==> config.mk <==
export PLATFORM = sky130hd
export DESIGN_NAME = hex_dump_formatter
export DESIGN_NICKNAME = d
export VERILOG_FILES = /design/src/rtl/hexdump_pkg.sv /design/src/rtl/hex_dump_formatter_if.sv /design/src/rtl/uart_char_pacer.sv /design/src/rtl/hex_dump_formatter.sv
export SDC_FILE = /design/constraint.sdc
export NUM_CORES = 1
export LEC_CHECK = 0
export CAP_MARGIN = 20
export CORE_MARGIN = 8
export CORE_UTILIZATION = 30
export DETAILED_ROUTE_END_ITERATION = 10
export SETUP_SLACK_MARGIN = 0.4
export SYNTH_ARGS = -nofsm -noshare
export SYNTH_HDL_FRONTEND = slang
export SYNTH_HIERARCHICAL = 1
export SYNTH_SLANG_ARGS = --single-unit
export TNS_END_PERCENT = 100
==> constraint.sdc <==
create_clock -name clk -period 4.45 [get_ports clk]
set_input_delay 0.89 -clock clk [delete_from_list [all_inputs] [get_ports clk]]
set_output_delay 0.89 -clock clk [all_outputs]
set_load 0.03 [all_outputs]
==> src/rtl/hexdump_pkg.sv <==
// Shared FSM state codes, ASCII character constants and nibble-to-hex helper
// for the hex dump line formatter.
package hexdump_pkg;

  localparam logic [3:0] ST_IDLE      = 4'd0;
  localparam logic [3:0] ST_ADDR      = 4'd1;
  localparam logic [3:0] ST_COLON     = 4'd2;
  localparam logic [3:0] ST_BYTE_WAIT = 4'd3;
  localparam logic [3:0] ST_SP        = 4'd4;
  localparam logic [3:0] ST_HI        = 4'd5;
  localparam logic [3:0] ST_LO        = 4'd6;
  localparam logic [3:0] ST_ASCII     = 4'd7;
  localparam logic [3:0] ST_CR        = 4'd8;
  localparam logic [3:0] ST_LF        = 4'd9;
  localparam logic [3:0] ST_DONE      = 4'd10;

  localparam logic [7:0] CH_COLON = 8'h3A;
  localparam logic [7:0] CH_SPACE = 8'h20;
  localparam logic [7:0] CH_BAR   = 8'h7C;
  localparam logic [7:0] CH_DOT   = 8'h2E;
  localparam logic [7:0] CH_CR    = 8'h0D;
  localparam logic [7:0] CH_LF    = 8'h0A;

  // Upper-case hex digit: '0'..'9' then 'A'..'F' (0x37 + 10 = 'A').
  function automatic logic [7:0] nib2hex(input logic [3:0] nib);
    return (nib < 4'd10) ? (8'h30 + {4'h0, nib}) : (8'h37 + {4'h0, nib});
  endfunction

endpackage

==> src/rtl/hex_dump_formatter_if.sv <==
// UART transmitter side of the formatter: character, strobe and idle flag.
interface hex_dump_formatter_if;
  logic [7:0] tx_data;
  logic       tx_write;
  logic       tx_ready;

  modport master (output tx_data, output tx_write, input tx_ready);
  modport slave  (input tx_data, input tx_write, output tx_ready);
endinterface

==> src/rtl/uart_char_pacer.sv <==
// Issues one-cycle tx_write strobes and reports a character as accepted once
// the transmitter is seen idle again after its strobe.
module uart_char_pacer (
  input  logic                  clk,
  input  logic                  rstn,
  input  logic                  char_valid,
  input  logic [7:0]            char_data,
  output logic                  char_accept,
  hex_dump_formatter_if.master  uart
);

  logic       tx_write_q, tx_write_d;
  logic [7:0] tx_data_q, tx_data_d;
  logic       pending_q, pending_d;
  logic       strobe;

  // pending_q blocks a second strobe for the same character until it is accepted.
  always_comb begin
    tx_write_d  = 1'b0;
    tx_data_d   = tx_data_q;
    pending_d   = pending_q;
    strobe      = char_valid && !pending_q && !tx_write_q && uart.tx_ready;
    char_accept = pending_q && !tx_write_q && uart.tx_ready;
    if (strobe) begin
      tx_write_d = 1'b1;
      tx_data_d  = char_data;
      pending_d  = 1'b1;
    end
    if (char_accept) begin
      pending_d = 1'b0;
    end
  end

  always_ff @(posedge clk) begin
    if (!rstn) begin
      tx_write_q <= 1'b0;
      tx_data_q  <= '0;
      pending_q  <= 1'b0;
    end else begin
      tx_write_q <= tx_write_d;
      tx_data_q  <= tx_data_d;
      pending_q  <= pending_d;
    end
  end

  assign uart.tx_write = tx_write_q;
  assign uart.tx_data  = tx_data_q;

endmodule

==> src/rtl/hex_dump_formatter.sv <==
// Formats one flash line as "AAAAAA: BB BB ...\r\n" towards a UART.
// Define HEXDUMP_ASCII_EN to append the "  |....|" printable-character column.
module hex_dump_formatter
  import hexdump_pkg::*;
#(
  parameter int unsigned BYTES_PER_LINE = 16
) (
  input  logic        clk,
  input  logic        rstn,
  input  logic        start,
  input  logic [23:0] base_addr,
  input  logic        byte_valid,
  input  logic [7:0]  byte_data,
  output logic        byte_ready,
  output logic [7:0]  tx_data,
  output logic        tx_write,
  input  logic        tx_ready,
  output logic        busy,
  output logic        line_done
);

  localparam int unsigned IDXW      = (BYTES_PER_LINE > 1) ? $clog2(BYTES_PER_LINE) : 1;
  localparam logic [5:0]  LAST_BYTE = 6'(BYTES_PER_LINE - 1);

  logic [3:0]  state_q, state_d;
  logic [5:0]  idx_q, idx_d;
  logic [5:0]  cnt_q, cnt_d;
  logic [23:0] addr_q, addr_d;
  logic [7:0]  line_buf_q [BYTES_PER_LINE];

  logic        buf_we;
  logic        char_valid;
  logic [7:0]  char_data;
  logic        char_accept;
  logic [7:0]  cur_byte;
  logic [3:0]  addr_nib;

  hex_dump_formatter_if u_uart ();

  assign u_uart.tx_ready = tx_ready;
  assign tx_data         = u_uart.tx_data;
  assign tx_write        = u_uart.tx_write;

  uart_char_pacer u_pacer (
    .clk         (clk),
    .rstn        (rstn),
    .char_valid  (char_valid),
    .char_data   (char_data),
    .char_accept (char_accept),
    .uart        (u_uart)
  );

  assign cur_byte = line_buf_q[cnt_q[IDXW-1:0]];

  always_comb begin
    case (idx_q[2:0])
      3'd0:    addr_nib = addr_q[23:20];
      3'd1:    addr_nib = addr_q[19:16];
      3'd2:    addr_nib = addr_q[15:12];
      3'd3:    addr_nib = addr_q[11:8];
      3'd4:    addr_nib = addr_q[7:4];
      3'd5:    addr_nib = addr_q[3:0];
      default: addr_nib = '0;
    endcase
  end

`ifdef HEXDUMP_ASCII_EN
  localparam logic [5:0] ASCII_LAST = 6'(BYTES_PER_LINE + 3);
  logic [5:0] asc_pos;
  logic [7:0] asc_byte;
  logic [7:0] asc_char;

  // ASCII column index: 0,1 spaces, 2 opening bar, 3.. bytes, last closing bar.
  assign asc_pos  = idx_q - 6'd3;
  assign asc_byte = line_buf_q[asc_pos[IDXW-1:0]];

  always_comb begin
    if (idx_q < 6'd2) begin
      asc_char = CH_SPACE;
    end else if (idx_q == 6'd2 || idx_q == ASCII_LAST) begin
      asc_char = CH_BAR;
    end else if (asc_byte >= 8'h20 && asc_byte <= 8'h7E) begin
      asc_char = asc_byte;
    end else begin
      asc_char = CH_DOT;
    end
  end
`endif

  always_comb begin
    state_d    = state_q;
    idx_d      = idx_q;
    cnt_d      = cnt_q;
    addr_d     = addr_q;
    buf_we     = 1'b0;
    char_valid = 1'b0;
    char_data  = '0;
    case (state_q)
      ST_IDLE: begin
        if (start) begin
          state_d = ST_ADDR;
          idx_d   = '0;
          cnt_d   = '0;
          addr_d  = base_addr;
        end
      end
      ST_ADDR: begin
        char_valid = 1'b1;
        char_data  = nib2hex(addr_nib);
        if (char_accept) begin
          if (idx_q == 6'd5) begin
            state_d = ST_COLON;
            idx_d   = '0;
          end else begin
            idx_d = idx_q + 6'd1;
          end
        end
      end
      ST_COLON: begin
        char_valid = 1'b1;
        char_data  = CH_COLON;
        if (char_accept) state_d = ST_BYTE_WAIT;
      end
      ST_BYTE_WAIT: begin
        if (byte_valid) begin
          buf_we  = 1'b1;
          state_d = ST_SP;
        end
      end
      ST_SP: begin
        char_valid = 1'b1;
        char_data  = CH_SPACE;
        if (char_accept) state_d = ST_HI;
      end
      ST_HI: begin
        char_valid = 1'b1;
        char_data  = nib2hex(cur_byte[7:4]);
        if (char_accept) state_d = ST_LO;
      end
      ST_LO: begin
        char_valid = 1'b1;
        char_data  = nib2hex(cur_byte[3:0]);
        if (char_accept) begin
          cnt_d = cnt_q + 6'd1;
          idx_d = '0;
          if (cnt_q == LAST_BYTE) begin
`ifdef HEXDUMP_ASCII_EN
            state_d = ST_ASCII;
`else
            state_d = ST_CR;
`endif
          end else begin
            state_d = ST_BYTE_WAIT;
          end
        end
      end
`ifdef HEXDUMP_ASCII_EN
      ST_ASCII: begin
        char_valid = 1'b1;
        char_data  = asc_char;
        if (char_accept) begin
          if (idx_q == ASCII_LAST) state_d = ST_CR;
          else                     idx_d   = idx_q + 6'd1;
        end
      end
`endif
      ST_CR: begin
        char_valid = 1'b1;
        char_data  = CH_CR;
        if (char_accept) state_d = ST_LF;
      end
      ST_LF: begin
        char_valid = 1'b1;
        char_data  = CH_LF;
        if (char_accept) state_d = ST_DONE;
      end
      ST_DONE: state_d = ST_IDLE;
      default: state_d = ST_IDLE;
    endcase
  end

  always_ff @(posedge clk) begin
    if (!rstn) begin
      state_q <= ST_IDLE;
      idx_q   <= '0;
      cnt_q   <= '0;
      addr_q  <= '0;
    end else begin
      state_q <= state_d;
      idx_q   <= idx_d;
      cnt_q   <= cnt_d;
      addr_q  <= addr_d;
    end
  end

  always_ff @(posedge clk) begin
    if (buf_we) line_buf_q[cnt_q[IDXW-1:0]] <= byte_data;
  end

  assign byte_ready = (state_q == ST_BYTE_WAIT);
  assign line_done  = (state_q == ST_DONE);
  assign busy       = (state_q != ST_IDLE) && (state_q != ST_DONE);

endmodule

* Yosys cells after proc, flatten, opt, wreduce, memory -nomap -nowiden
Memories as Yosys holds them, arrays and structs flattened. A register that Yosys moved wholly into a read port is not among the register bits. Cells that the tools add are included.
Storage, ports and cells: flip-flop bits (word level) 50, RAM bits 128, bits of input ports 37, output and inout port bits 12, logic and storage cells 98, memories 1
Memories:
- line_buf_q | depth 16, width 8, rd ports 1, clocked after Yosys merged registers in 1, wr ports 1, RTL line hex_dump_formatter.sv:29 | logic [7:0] line_buf_q [BYTES_PER_LINE];
Operators by class: $add $sub $neg 8, magnitude comparators 3, eq/ne operators 27, mux-type cells 32, bitwise logic cells 1, reductions and logical operators 19
Operators by type and width (number):
- 4-bit 2-to-1 mux | 13
- 7-bit case mux with 7 select lines | 1
- 6-bit by 4-bit adder with 7-bit output (first input constant) | 6
- 4-bit case mux with 9 select lines | 1
- 6-bit 2-to-1 mux | 5
- 4-bit case mux with 6 select lines | 1
- 7-bit 2-to-1 mux | 3
- 2-bit inequality test (second input constant) | 10
- 6-bit case mux with 3 select lines | 1
- 6-bit by 1-bit adder with 6-bit output (second input constant) | 2
- 4-bit by 3-bit equality test with 1-bit output (second input constant) | 3
- 4-bit equality test (second input constant) | 3
- 4-bit < comparator (second input constant) | 3
- 6-bit case mux with 2 select lines | 1
- 10-bit AND reduction | 1
- 4-bit by 2-bit equality test with 1-bit output (second input constant) | 2
- 7-bit OR reduction | 1
- 3-bit by 2-bit equality test with 1-bit output (second input constant) | 2
- 3-bit equality test (second input constant) | 2
- 6-bit by 3-bit equality test with 1-bit output (second input constant) | 1
- 6-bit by 4-bit equality test with 1-bit output (second input constant) | 1
- 1-bit logical AND | 6
- 1-bit 2-to-1 mux | 6
- 4-bit by 1-bit equality test with 1-bit output (second input constant) | 1
- other kinds (13) | 14

* Longest topological paths before layout
Gate-level depths: netlist of the first run.
depth in word-level cells 7, gate-level depth with buffers 14, mapped depth without buffers 12

* Hierarchy
The synthesis of the first run kept the hierarchy.
Modules (own cells, without submodules):
- hex_dump_formatter | instances 1, cells each 579, area each 7578.5 um2, seq. area each 4724.5 um2
- uart_char_pacer | instances 1, cells each 42, area each 402.9 um2, seq. area each 200.2 um2

* Worst setup path after synthesis of the first run
Ideal clock, no wire load.
kind reg2reg, start reg with a tool-made name, end reg u_pacer.tx_data_q[1], in the netlist u_pacer/uart.tx_data[1], setup time 0.119 ns, arrival time 2.589 ns, setup slack 1.742 ns, cell stages (with the launch flop) 11, buffers on the path 2, period minus slack after synthesis 2.708 ns, path through dfxtp_1 buf_6 buf_2 mux4_2 mux4_2 inv_1 ha_1 a211oi_1 or4_1 nand2_1 mux2i_1
RTL lines:
- end signal: assignment | RTL line uart_char_pacer.sv:41 | tx_data_q <= tx_data_d;
- end: declaration | RTL line uart_char_pacer.sv:13 | logic [7:0] tx_data_q, tx_data_d;

* Final worst setup path of the first run
start reg state_q[1], end out line_done
On the way: cells in the longest elaborated chain, start to end 1
Ends and longest elaborated chain:
- start: declaration | RTL line hex_dump_formatter.sv:25 | logic [3:0] state_q, state_d;
- start signal: assignment | RTL line hex_dump_formatter.sv:189 | state_q <= state_d;
- 4-bit equality test | RTL line hex_dump_formatter.sv:201 | assign line_done = (state_q == ST_DONE);
- end: declaration | RTL line hex_dump_formatter.sv:19 | output logic line_done
Every way passes these cells.

==> impl_metrics.csv, run 1 <==
group,metric,value,unit
status,status,"finished clean",
global_routing,grt_max_degree,32,
synthesis,seq_area_frac_synth,61.7,%
setup_path,cp_data_arrival_time,2.32,ns
setup_path,required,3.56,ns
setup_path,worstReg2RegStart,"idx_q[2]$_SDFFE_PN0P_",
global_routing,grt.busiest_layer,"met2",
cells_and_area,final_cell_mix,"edfxtp_1, nand2_1, dfxtp_1, clkdlybuf4s50_1, nor2_1",
global_routing,use_met1,14.8,%
flow_run,cap_violations,0,
power_and_ir_drop,p_int,2.89,mW
clock_network,numCtsBuffers,17,
global_routing,grt_pass1_vias,5033,
power_and_ir_drop,p_leak,3.08,nW
cells_and_area,syn_to_final_growth,18.2,%
setup_path,crit_type,"flip-flop to primary output",
placed_design,port_buffers,48,
setup_path,start_kind,"flip-flop",
detailed_routing,firstDrtPassIters,5,
power_and_ir_drop,seq_power_share,48.5,%
cells_and_area,fin_util,36.2,%
clock_network,cts.reportedPaths.clkPinSlew,0.06,ns
timing,period_needed,3.21,ns
detailed_routing,drt_iter0_markers,385,
die,die_w,179,um
global_routing,grt_overflow_total,0,
synthesis,async_flop_share,0,%
setup_path,rr_endpoint,"u_pacer/uart.tx_data[2]$_SDFFE_PN0P_",
cells_and_area,diodes,0,
clock_network,clock_sinks,182,
timing,tightest_slew,1.01,ns
synthesis,avgSynthCellArea,12.9,um^2
clock_network,ctsResizeCount,0,
timing,slew_headroom,32.2,%
worst_hold_path,hold_start,"u_pacer/uart.tx_data[6]$_SDFFE_PN0P_",
clock_network,htreeDepth,4,
timing,skew,0.0130,ns
power_and_ir_drop,ir_drop,262,uV
detailed_routing,viasPerCell,4.96,
clock_network,clk_latency,0.43,ns
die,initial_core_util,30.6,%
global_routing,grt_util_all_layers,11.6,%
die,io_pins,49,
clock_network,clockRootBuffer,"clkbuf_16",
power_and_ir_drop,p_sw_share,27.4,%
synthesis,yosys_most_used_dff,"edfxtp_1",
timing,finalSetupTns,0,ns
worst_hold_path,hold_class,"flip-flop to flip-flop",
synthesis,syn_nets,670,
clock_network,cts_setup_buffers,0,
detailed_routing,drc,0,
placed_design,dp_hpwl,12300,um
synthesis,netlist_instances,621,
timing,rsz0062_at_grt,"no",
cells_and_area,final_common_cell,"edfxtp_1",
die,die_area,0.0321,mm^2
synthesis,synth_edf_count,128,
timing,max_freq,0.311,GHz
worst_hold_path,worstHoldPathCells,2,
timing,setup_viol,0,
synthesis,synth.distinct_cells,62,
timing,finalCritPeriodShare,72.2,%
synthesis,synth_seq_cells,182,
cells_and_area,final_area,0.00944,mm^2
die,coreArea,0.0261,mm^2
global_routing,grt_pass1_wl,28100,um
global_routing,use_met3,3.16,%
detailed_routing,avgRoutedWirePerCell,17.7,um
placed_design,gp_congestion,0.802,
cells_and_area,layout-drive-gt1-share,12.7,%
worst_hold_path,hold_end,"u_pacer/uart.tx_data[6]$_SDFFE_PN0P_",
power_and_ir_drop,p_sw,1.09,mW
clock_network,clockBufferDepth,2,
clock_network,ctsHoldBuffers,0,
power_and_ir_drop,clkPwrFrac,37.5,%
power_and_ir_drop,power.share.combinational,14.0,%
setup_path,rrSetupSlack,1.24,ns
cells_and_area,fin_nets,721,
timing,slew_violations,0,
setup_path,reg2reg_depth,12,
detailed_routing,ant_nets,0,
detailed_routing,drt_wl_total,18000,um
synthesis,ys_warn_count,6,
synthesis,syn-cell-area,0.00798,mm^2
detailed_routing,vias,5050,
placed_design,placed_area,0.00884,mm^2
global_routing,use_met2,18.5,%
die,die_y,179,um
setup_path,end_kind,"primary output",
global_routing,antenna_found_initial,0,
die,rows,59,
timing,hold_violations,0,
power_and_ir_drop,cellPowerDensity,421,mW/mm^2
setup_path,cp_max_fo,18,
clock_network,cts_tree,"yes",
[kinds of logic (layout without fill, tap and decap cells)]
group,after synthesis,count (layout),share of synthesized area [%]
AOI/OAI and AO/OA,114,114,9.88
xor gates and xnor gates,9,9,0.988
adders and majority gates,12,12,1.88
buffers and inverters,50,113,2.76
DFF,182,182,61.7
muxes,50,50,11.1
other,1,1,0.0470
and+or+nand+nor,203,203,11.6
[layout make-up]
| type | count | area, um^2 |
|---|---|---|
| sequential | 182 | 4930 |
| tap | 335 | 419 |
| clock buffer | 17 | 425 |
| timing repair buffer | 64 | 604 |
| fill | 2487 | 16600 |
| inverter | 18 | 67.6 |
| clock inverter | 14 | 158 |
| multi-input combinational | 389 | 2840 |
[Yosys cell counts (9+ instances only)]
| library cell | count | area share (%) |
|---|---|---|
| a21boi_0 | 25 | 2.4 |
| nor2b_1 | 14 | 1.1 |
| mux4_2 | 31 | 8.7 |
| o21ai_1 | 9 | 0.56 |
| nor2_1 | 37 | 1.7 |
| mux2i_1 | 18 | 2.3 |
| inv_1 | 16 | 0.75 |
| dfxtp_1 | 54 | 14 |
| a22oi_1 | 11 | 1.0 |
| edfxtp_1 | 128 | 48 |
| a21oi_1 | 17 | 1.1 |
| clkbuf_1 | 23 | 1.1 |
| ha_1 | 12 | 1.9 |
| nand2_1 | 104 | 4.9 |
| o21ai_0 | 14 | 0.88 |
[worst max-delay path, cell delays in order, from the launching register on]
cell and delay, ns:
dfxtp_1 0.65, nor2b_1 0.29, nor3b_1 0.24, clkdlybuf4s50_1 0.72
[worst max-delay path by stage]
| stage | start | endpoint | slack, ns | cells past startpoint |
|---|---|---|---|---|
| after floorplan | flip-flop | u_pacer/uart.tx_data[1]$_SDFFE_PN0P_ | 1.74 | 10 |
| after global placement | flip-flop | u_pacer/uart.tx_data[1]$_SDFFE_PN0P_ | 1.31 | 10 |
| after detailed placement | flip-flop | u_pacer/uart.tx_data[1]$_SDFFE_PN0P_ | 1.29 | 9 |
| after CTS | state_q[1]$_SDFFE_PN0P_ | line_done | 1.24 | 3 |
| after global routing | flip-flop | u_pacer/uart.tx_data[1]$_SDFFE_PN0P_ | 0.94 | 11 |
| final | state_q[1]$_SDFFE_PN0P_ | line_done | 1.24 | 3 |
[power groups by stage]
stage / registers [mW] / logic (mW) / clock network [mW]
floorplan: 1.94 / 0.406 / 0
global placement: 1.97 / 0.563 / 0
detailed placement: 1.97 / 0.565 / 0
CTS: 1.93 / 0.568 / 1.52
global route: 1.94 / 0.625 / 1.59
finish: 1.93 / 0.557 / 1.49
[routing by layer]
| metal | vias to the layer above | routed length (um) |
|---|---|---|
| met5 | - | 0 |
| met4 | 0 | 328 |
| met3 | 24 | 1210 |
| met2 | 118 | 8610 |
| met1 | 2493 | 7840 |
| li1 | 2415 | - |
[registers in the layout (all words and copies together), names as in the netlist, named ones only]
signal,flops
u_pacer/uart.tx_write,1
u_pacer/pending_q,1
state_q,4
idx_q,6
cnt_q,6
addr_q,24
u_pacer/uart.tx_data,8
line_buf_q,128
[metrics by stage]
stage	power, mW	cells	setup WS [ns]	hold WS (ns)
6_report	3.97	1019	1.24	0.461
3_5_place_dp	2.53	987	1.29	0.450
2_1_floorplan	2.35	621	1.74	0.439
4_1_cts	4.01	1018	1.24	0.463
5_1_grt	4.15	1019	0.937	0.476
3_3_place_gp	2.53	987	1.31	0.444
No activity file was read; power rests on OpenSTA's default activity.
==> run 2, diff against run 1 <==
- clock period: 4.45 -> 3.2 ns (I/O delays scaled with it)
==> run 2 against run 1 <==
Critical endpoint is now u_pacer/uart.tx_data[1]$_SDFFE_PN0P_; critical path depth up 5; wire length rose by 3.5%; register-to-register slack got worse by 0.73 ns; utilization grew 1.1 points; count of clock-buffer cells in the layout is the same; critical path type is now flip-flop to flip-flop; cell count increased by 2.0%; combinational power increased by 46%; sequential cell count did not move.
==> impl_metrics.csv, run 2 (synthesized netlist as in run 1, its figures left out) <==
group,metric,value,unit
cells_and_area,fillers,2472,
die,die_y,179,um
setup_path,crit_type,"flip-flop to flip-flop",
clock_network,clk_latency,0.44,ns
global_routing,grt_pass1_vias,4943,
timing,slew_violations,0,
timing,rsz0062_at_grt,"no",
setup_path,cp_max_fo,9,
cells_and_area,seqCellArea,0.00493,mm^2
timing,finalCritPeriodShare,84.1,%
detailed_routing,drt_wl_total,18600,um
placed_design,dp_cells,1005,
detailed_routing,firstDrtPassIters,8,
power_and_ir_drop,cellPowerDensity,582,mW/mm^2
detailed_routing,avgRoutedWirePerCell,17.9,um
setup_path,cp_data_arrival_time,2.99,ns
cells_and_area,multi_input_area,0.00284,mm^2
global_routing,grt_pass1_wl,28400,um
setup_path,end_kind,"flip-flop",
detailed_routing,ant_nets,0,
detailed_routing,drt_iter0_markers,521,
cells_and_area,syn_to_final_growth,21.7,%
die,initial_core_util,30.6,%
die,die_area,0.0321,mm^2
clock_network,clockRootBuffer,"clkbuf_16",
timing,tightest_slew,0.746,ns
worst_hold_path,hold_class,"flip-flop to flip-flop",
cells_and_area,fin_nets,740,
power_and_ir_drop,ir_drop,318,uV
timing,setup_viol,0,
status,status,"finished clean",
clock_network,cts.reportedPaths.clkPinSlew,0.07,ns
die,coreArea,0.0261,mm^2
timing,slew_headroom,49.5,%
placed_design,dp_hpwl,12500,um
timing,hold_violations,0,
timing,skew,0.0151,ns
timing,max_freq,0.371,GHz
cells_and_area,layout-drive-gt1-share,16.1,%
power_and_ir_drop,p_leak,3.23,nW
global_routing,grt_util_all_layers,11.7,%
timing,period_needed,2.69,ns
clock_network,clockBufferDepth,2,
flow_run,cap_violations,0,
placed_design,port_buffers,48,
global_routing,grt_overflow_total,0,
detailed_routing,drc,0,
die,io_pins,49,
global_routing,grt_max_degree,37,
clock_network,htreeDepth,4,
placed_design,gp_congestion,0.794,
detailed_routing,viasPerCell,4.89,
clock_network,numCtsBuffers,17,
setup_path,required,3.50,ns
global_routing,antenna_found_initial,1,
detailed_routing,vias,5079,
timing,whs,0.463,ns
cells_and_area,diodes,0,
cells_and_area,final_cell_mix,"edfxtp_1, nand2_1, dfxtp_1, clkdlybuf4s50_1, nor2_1",
die,rows,59,
setup_path,start_kind,"flip-flop",
clock_network,ctsHoldBuffers,0,
cells_and_area,fin_util,37.3,%
die,die_w,179,um
cells_and_area,largest_reg_flops,128,
clock_network,clock_sinks,182,
cells_and_area,final_common_cell,"edfxtp_1",
cells_and_area,final_cell_count_no_fill,1039,
timing,finalSetupTns,0,ns
clock_network,cts_tree,"yes",
==> run 2: cell types whose count changed in the layout (fill, tap and decap cells not counted), moves of 3 or more <==
| cell | change |
|---|---|
| buf_4 | +14 |
| buf_12 | +4 |
| clkinv_8 | +3 |
| dfxtp_1 | -3 |
| inv_6 | -3 |
==> run 2: worst max-delay path, cell delays in order (launching register included) <==
cell,delay (ns)
dfxtp_4,0.41
clkbuf_16,0.20
mux4_2,0.50
mux4_2,0.59
a21oi_2,0.15
a211oi_1,0.05
or4_1,0.52
nand2_1,0.07
mux2i_1,0.06
==> run 2: stage by stage <==
step / power, mW / setup WS [ns] / cell area, um^2
6_report: 5.65 / 0.508 / 9710
5_1_grt: 5.90 / 0.401 / 9710
4_1_cts: 5.69 / 0.405 / 9650
3_5_place_dp: 3.54 / 0.397 / 9030
3_3_place_gp: 3.53 / 0.447 / 9030
2_1_floorplan: 3.27 / 0.492 / 7980
==> run 2: path summary, 6_finish.rpt <==
kind / from / depth (start not counted) / slack (ns) / end
setup / recovery: flip-flop / 8 / 0.51 / u_pacer/uart.tx_data[1]$_SDFFE_PN0P_
hold / removal: u_pacer/uart.tx_data[3]$_SDFFE_PN0P_ / 2 / 0.46 / u_pacer/uart.tx_data[3]$_SDFFE_PN0P_
setup reg to reg: flip-flop / 8 / 0.51 / u_pacer/uart.tx_data[1]$_SDFFE_PN0P_
hold reg to reg: u_pacer/uart.tx_data[3]$_SDFFE_PN0P_ / 2 / 0.46 / u_pacer/uart.tx_data[3]$_SDFFE_PN0P_
==> run 2: cell type report <==
cell class / count / area share, %
clock inverter: 15 / 2.04
timing repair buffer: 83 / 8.51
clock buffer: 17 / 4.38
multi-input combinational: 389 / 29.3
tap: 335 / 4.32
sequential: 182 / 50.8
inverter: 18 / 0.696
==> run 2: routing by layer <==
layer / routed length, um / share of wire (%) / track usage, % / vias up
met4: 250 / 1.3 / 3.21 / 2
li1: - / - / - / 2455
met3: 849 / 4.6 / 2.97 / 18
met5: 13 / 0.070 / 0 / -
met1: 8670 / 47 / 15.6 / 2496
met2: 8830 / 47 / 18.7 / 108
==> run 2: power breakdown <==
part	internal (mW)	switching, mW	total [mW]
Sequential	2.60	0.0745	2.67
Clock	1.14	1.03	2.17
Combinational	0.328	0.487	0.815
Total	4.06	1.59	5.65
==> run 2: timing repair <==
item | in CTS | in global routing
gates cloned | 0 | 2
setup endpoints to repair | 4 | 5
buffers inserted | 0 | 0
pin swaps | 0 | 2
resized for setup | 4 | 5
